<file path="src/rtl/div241_digit_seq.sv">
`timescale 1ns/1ps
`default_nettype none
// ============================================================================
// Module   : div241_digit_seq
// Purpose  : Digit-serial sequencer for constant division by 241. Walks a
//            dividend MSB-first one radix-16 digit at a time, drives an
//            external quotient/remainder lookup slice and accumulates the
//            returned quotient digits.
// Options  : DIV241_SKIP_LZ_EN - skip leading zero digits of the dividend.
// Revision : 1.0 - initial release
// ============================================================================
module div241_digit_seq #(
  parameter int DIVIDEND_W = 60,
  parameter int DIGIT_W    = 4,
  parameter int REM_W      = 8,
  parameter int DIVISOR    = 241,
  parameter int LUT_LAT    = 0
) (
  input  logic                     clk,
  input  logic                     rst,
  input  logic                     in_valid,
  output logic                     in_ready,
  input  logic [DIVIDEND_W-1:0]    in_dividend,
  output logic [REM_W+DIGIT_W-1:0] lut_addr,
  output logic                     lut_req,
  input  logic [DIGIT_W-1:0]       lut_qdig,
  input  logic [REM_W-1:0]         lut_rem,
  output logic                     out_valid,
  input  logic                     out_ready,
  output logic [DIVIDEND_W-1:0]    out_quot,
  output logic [REM_W-1:0]         out_rem,
  output logic                     out_err
);

  localparam int             c_NDIG    = DIVIDEND_W / DIGIT_W;
  localparam int             c_IDX_W   = (c_NDIG > 1) ? $clog2(c_NDIG) : 1;
  localparam logic [REM_W:0] c_DIVISOR = (REM_W+1)'(DIVISOR);
  localparam logic [1:0]     c_LAT     = 2'(LUT_LAT);

  typedef enum logic [1:0] {
    S_IDLE  = 2'd0,
    S_ISSUE = 2'd1,
    S_WAIT  = 2'd2,
    S_DONE  = 2'd3
  } state_t;

  state_t                  r_state;
  state_t                  w_state_nxt;
  logic [DIVIDEND_W-1:0]   r_dividend;
  logic [DIVIDEND_W-1:0]   r_quot;
  logic [REM_W-1:0]        r_rem;
  logic [c_IDX_W-1:0]      r_idx;
  logic [1:0]              r_wcnt;
  logic                    r_err;
  logic [DIVIDEND_W-1:0]   r_out_quot;
  logic [REM_W-1:0]        r_out_rem;
  logic                    r_out_err;

  logic [c_IDX_W-1:0]      w_idx_eff;
  logic [DIGIT_W-1:0]      w_digit;
  logic                    w_last;
  logic                    w_capture;
  logic                    w_zero_skip;
  logic                    w_rem_oor;

`ifdef DIV241_SKIP_LZ_EN
  // Set on accept; marks the first ISSUE cycle where the start digit is chosen.
  logic                    r_first;
  logic [c_IDX_W-1:0]      w_msd;

  // Priority encoder: index of the most-significant nonzero digit.
  always_comb begin
    w_msd = '0;
    for (int i = 0; i < c_NDIG; i++) begin
      if (r_dividend[i*DIGIT_W +: DIGIT_W] != '0) w_msd = c_IDX_W'(i);
    end
  end

  assign w_idx_eff   = r_first ? w_msd : r_idx;
  assign w_zero_skip = r_first && (r_dividend == '0);
`else
  assign w_idx_eff   = r_idx;
  assign w_zero_skip = 1'b0;
`endif

  assign w_digit   = r_dividend[w_idx_eff*DIGIT_W +: DIGIT_W];
  assign w_last    = (w_idx_eff == '0);
  assign w_rem_oor = ({1'b0, lut_rem} >= c_DIVISOR);

  // Address comes straight from registers so it is stable across WAIT.
  assign lut_addr  = {r_rem, w_digit};
  assign out_valid = (r_state == S_DONE);
  assign out_quot  = r_out_quot;
  assign out_rem   = r_out_rem;
  assign out_err   = r_out_err;

  // State register; async reset also drops lut_req since it decodes the state.
  always_ff @(posedge clk or posedge rst) begin
    if (rst) r_state <= S_IDLE;
    else     r_state <= w_state_nxt;
  end

  // Next-state, handshake and lookup strobe decode.
  always_comb begin
    w_state_nxt = r_state;
    in_ready    = 1'b0;
    lut_req     = 1'b0;
    w_capture   = 1'b0;
    case (r_state)
      S_IDLE: begin
        in_ready = 1'b1;
        if (in_valid) w_state_nxt = S_ISSUE;
      end
      S_ISSUE: begin
        if (w_zero_skip) begin
          w_state_nxt = S_DONE;
        end else begin
          lut_req = 1'b1;
          if (LUT_LAT == 0) begin
            w_capture   = 1'b1;
            w_state_nxt = w_last ? S_DONE : S_ISSUE;
          end else begin
            w_state_nxt = S_WAIT;
          end
        end
      end
      S_WAIT: begin
        if (r_wcnt == 2'd1) begin
          w_capture   = 1'b1;
          w_state_nxt = w_last ? S_DONE : S_ISSUE;
        end
      end
      S_DONE: begin
        if (out_ready) w_state_nxt = S_IDLE;
      end
      default: w_state_nxt = S_IDLE;
    endcase
  end

  // Datapath: operand latch, digit walk, quotient accumulation, result regs.
  always_ff @(posedge clk or posedge rst) begin
    if (rst) begin
      r_dividend <= '0;
      r_quot     <= '0;
      r_rem      <= '0;
      r_idx      <= '0;
      r_wcnt     <= '0;
      r_err      <= 1'b0;
      r_out_quot <= '0;
      r_out_rem  <= '0;
      r_out_err  <= 1'b0;
`ifdef DIV241_SKIP_LZ_EN
      r_first    <= 1'b0;
`endif
    end else begin
      if ((r_state == S_IDLE) && in_valid) begin
        r_dividend <= in_dividend;
        r_rem      <= '0;
        r_idx      <= c_IDX_W'(c_NDIG - 1);
        r_quot     <= '0;
        r_err      <= 1'b0;
`ifdef DIV241_SKIP_LZ_EN
        r_first    <= 1'b1;
`endif
      end
      if (r_state == S_ISSUE) begin
        // Freeze the effective start index so WAIT keeps the same digit.
        r_idx  <= w_idx_eff;
        r_wcnt <= c_LAT;
`ifdef DIV241_SKIP_LZ_EN
        r_first <= 1'b0;
`endif
        if (w_zero_skip) begin
          r_out_quot <= '0;
          r_out_rem  <= '0;
          r_out_err  <= 1'b0;
        end
      end
      if (r_state == S_WAIT) r_wcnt <= r_wcnt - 2'd1;
      if (w_capture) begin
        r_quot <= {r_quot[DIVIDEND_W-DIGIT_W-1:0], lut_qdig};
        r_rem  <= lut_rem;
        r_err  <= r_err | w_rem_oor;
        if (w_last) begin
          r_out_quot <= {r_quot[DIVIDEND_W-DIGIT_W-1:0], lut_qdig};
          r_out_rem  <= lut_rem;
          r_out_err  <= r_err | w_rem_oor;
        end else begin
          r_idx <= w_idx_eff - 1'b1;
        end
      end
    end
  end

endmodule
`default_nettype wire

</file>
<file path="config.mk">
export PLATFORM = sky130hd
export DESIGN_NAME = div241_digit_seq
export DESIGN_NICKNAME = d
export VERILOG_FILES = /design/src/rtl/div241_digit_seq.sv
export SDC_FILE = /design/constraint.sdc
export NUM_CORES = 1
export LEC_CHECK = 0
export ABC_AREA = 1
export CAP_MARGIN = 20
export CORE_UTILIZATION = 36
export CTS_CLUSTER_SIZE = 40
export DETAILED_ROUTE_END_ITERATION = 8
export GPL_TIMING_DRIVEN = 0
export SETUP_SLACK_MARGIN = 0.05
export SLEW_MARGIN = 40
export SYNTH_ARGS = -nofsm -noshare
export SYNTH_HDL_FRONTEND = slang
export SYNTH_SLANG_ARGS = --single-unit
</file>
<file path="constraint.sdc">
create_clock -name clk -period 9.3 [get_ports clk]
set_clock_uncertainty 0.2 [all_clocks]
set_input_delay 1.86 -clock clk [delete_from_list [all_inputs] [get_ports clk]]
set_output_delay 1.86 -clock clk [all_outputs]
set_load 0.02 [all_outputs]
</file>
==> reports/qor.csv <==
metric;value;unit
status;complete, no violations;
syn2layout_area_growth;33.0;%
synthTopCellsByArea;dfrtp_1 (61%), nand2_1 (9.1%), o21ai_0 (6.6%);
synth_edf_count;0;
wl;21100;µm
synth_fp_nets;982;
die_area;23600;µm²
synthDominantCellAreaShare;61.1;%
row_count;55;
dp_hpwl;15100;µm
cap_violations;0;
ys_warn_count;0;
post-route-min-period;4.81;ns
first_iter_violations;307;
ff2ff_setup_slack;6.52;ns
initial_core_util;36.6;%
vias;6560;
ios;160;
synthFlopType;dfrtp_1;
postSynthCellCount;900;
die_w;154;µm
path_max_fanout;10;
synthTopCellsByCount;dfrtp_1 (202), nand2_1 (201), inv_1 (133);
cts_tree;done;
clock-sinks;202;
start_kind;flip-flop;
finalMaxSlewViolations;0;
coreArea;22600;µm²
yosysTopAreaCell;dfrtp_1;
dp_slack;5.06;ns
fmax;208;MHz
p_leak;5.09;nW
path_clk_slew;0.06;ns
grt_max_degree;75;
rsz0062_at_grt;false;
grt_first_pass_wirelength;34400;µm
fin_ws;4.49;ns
cts_root_buf;clkbuf_16;
grt_antenna_before_repair;0;
drc;0;
p_per_area;399;nW/µm²
clk_latency;0.50;ns
hp-class;flip-flop to flip-flop;
yosysMostFrequentCell;dfrtp_1;
drive_above_1_share;7.29;%
fin_cells;1383;
ys_types;24;
port_buffers;159;
async_flop_share;100;%
min_to;r_wcnt[0]$_DFFE_PP0P_;
cts_setup_buffers;0;
avgRoutedWirePerCell;15.2;µm
hold_start;r_wcnt[0]$_DFFE_PP0P_;
viasPerCell;4.74;
grt_pass1_vias;6506;
htree_num_levels;1;
r2r-end;out_rem[4]$_DFFE_PP0P_;
rr_startpoint;r_idx[1]$_DFF_PP0_;
fill_cells;2161;
grt_use_total;18.2;%
worstPathArrival;2.75;ns
max-slew-margin-rel;62.9;%
drtPass1Iterations;5;
whs_path_depth;1;
hold_viol;0;
final_util;48.7;%
critPathCaptureType;primary output;
critPathKind;flip-flop to primary output;
ys_ff_latch;202;
finalSetupViolCount;0;
antenna-diode-count;0;
die_height;154;µm
ys_seq_area_share;61.1;%
reg2reg_depth;10;
drtAntennaViolNets;0;
nNetsFinal;1167;
syn_area_per_cell;9.19;µm²
finalCritPeriodShare;51.8;%
grt_overflow;0;
dp.cells;1346;
cts_max_path_buffers;3;
crit_required;7.24;ns
cts_hold_buf;0;
numCtsBuffers;22;
synth_area;8270;µm²
cts_resized;0;
globalplace.congestion;0.837;
worst_pin_slew;0.557;ns
vdd_drop_max;0.153;mV
## worst max-delay path by stage
stage / start / to / slack [ns] / cells after the start
2_1_floorplan: rst / out_err$_DFFE_PP0P_ / 1.73 / 1
3_3_place_gp: rst / out_quot[4]$_DFFE_PP0P_ / -1.06 / 2
3_5_place_dp: r_idx[1]$_DFF_PP0_ / lut_addr[3] / 5.06 / 8
4_1_cts: r_idx[1]$_DFF_PP0_ / lut_addr[3] / 4.52 / 8
5_1_grt: r_idx[1]$_DFF_PP0_ / lut_addr[0] / 4.38 / 8
6_report: r_idx[1]$_DFF_PP0_ / lut_addr[3] / 4.49 / 8
## power by group
part | total (mW) | switching, mW | internal (mW) | leakage [nW]
logic | 2.06 | 1.27 | 0.789 | 2.21
clock network | 0.867 | 0.343 | 0.524 | 0.354
registers | 1.45 | 0.161 | 1.29 | 2.52
total | 4.38 | 1.77 | 2.61 | 5.09
## placed cells by master (no fill, tap or decap), drive strengths merged
master         count
a21oi              3
buf               22
bufinv             1
clkbuf            68
clkdlybuf4s50    159
clkinv             4
dfrtp            202
ha                 6
inv              135
nand2            222
nand3             66
nand4              1
nor2               8
o21ai            140
o21bai             1
o22ai             57
or2                2
xnor2              1
## per-layer routing
layer  track usage (%)  share of wire (%)
met4              4.67                1.8
met1              26.5                 48
met5                 0                  0
met3              2.93                5.0
met2              28.2                 45
## final cells by class
class | count | area (µm²) | area share [%]
buffer | 54 | 256 | 2.33
clock buffer | 34 | 677 | 6.16
clock inverter | 3 | 40.0 | 0.364
inverter | 137 | 522 | 4.75
multi-input combinational | 507 | 2440 | 22.2
sequential | 202 | 5050 | 46.0
tap | 285 | 357 | 3.24
timing repair buffer | 161 | 1650 | 15.0
## flip-flops by register name (all words and copies together), names as in the netlist
| signal | flops |
|---|---|
| r_wcnt | 2 |
| r_rem | 8 |
| r_dividend | 60 |
| out_quot | 60 |
| r_quot | 56 |
| r_idx | 4 |
| out_err | 1 |
| r_err | 1 |
| r_state | 2 |
| out_rem | 8 |
## through the flow
step / total power, mW / instance area, µm² / TNS [ns] / hold WS [ns]
after floorplan: 2.75 / 8270 / 0 / 0.247
final: 4.38 / 11000 / 0 / 0.278
after CTS: 4.42 / 11000 / 0 / 0.277
after global placement: 3.50 / 10200 / -208.85 / 0.264
after detailed placement: 3.54 / 10300 / 0 / 0.270
after global routing: 4.72 / 11000 / 0 / 0.295
## worst max-delay path, cell delays in order, from the launching register on
cell	delay, ns
dfrtp_1	0.35
buf_2	0.18
clkinv_1	0.20
clkbuf_1	0.45
nand3_1	0.16
nand3_1	0.11
nand3_1	0.09
nand2_1	0.10
clkdlybuf4s50_1	0.61
## cells by family after synthesis
| group | share of synthesized area [%] |
|---|---|
| AO/OA/AOI/OAI | 13.1 |
| XOR/XNOR | 0.106 |
| adder cells (fa/ha/maj) | 0.908 |
| buffers and inverters | 9.32 |
| flip-flops | 61.1 |
| AND/OR/NAND/NOR | 15.5 |
Note: power is estimated with default switching activity, not from simulation.
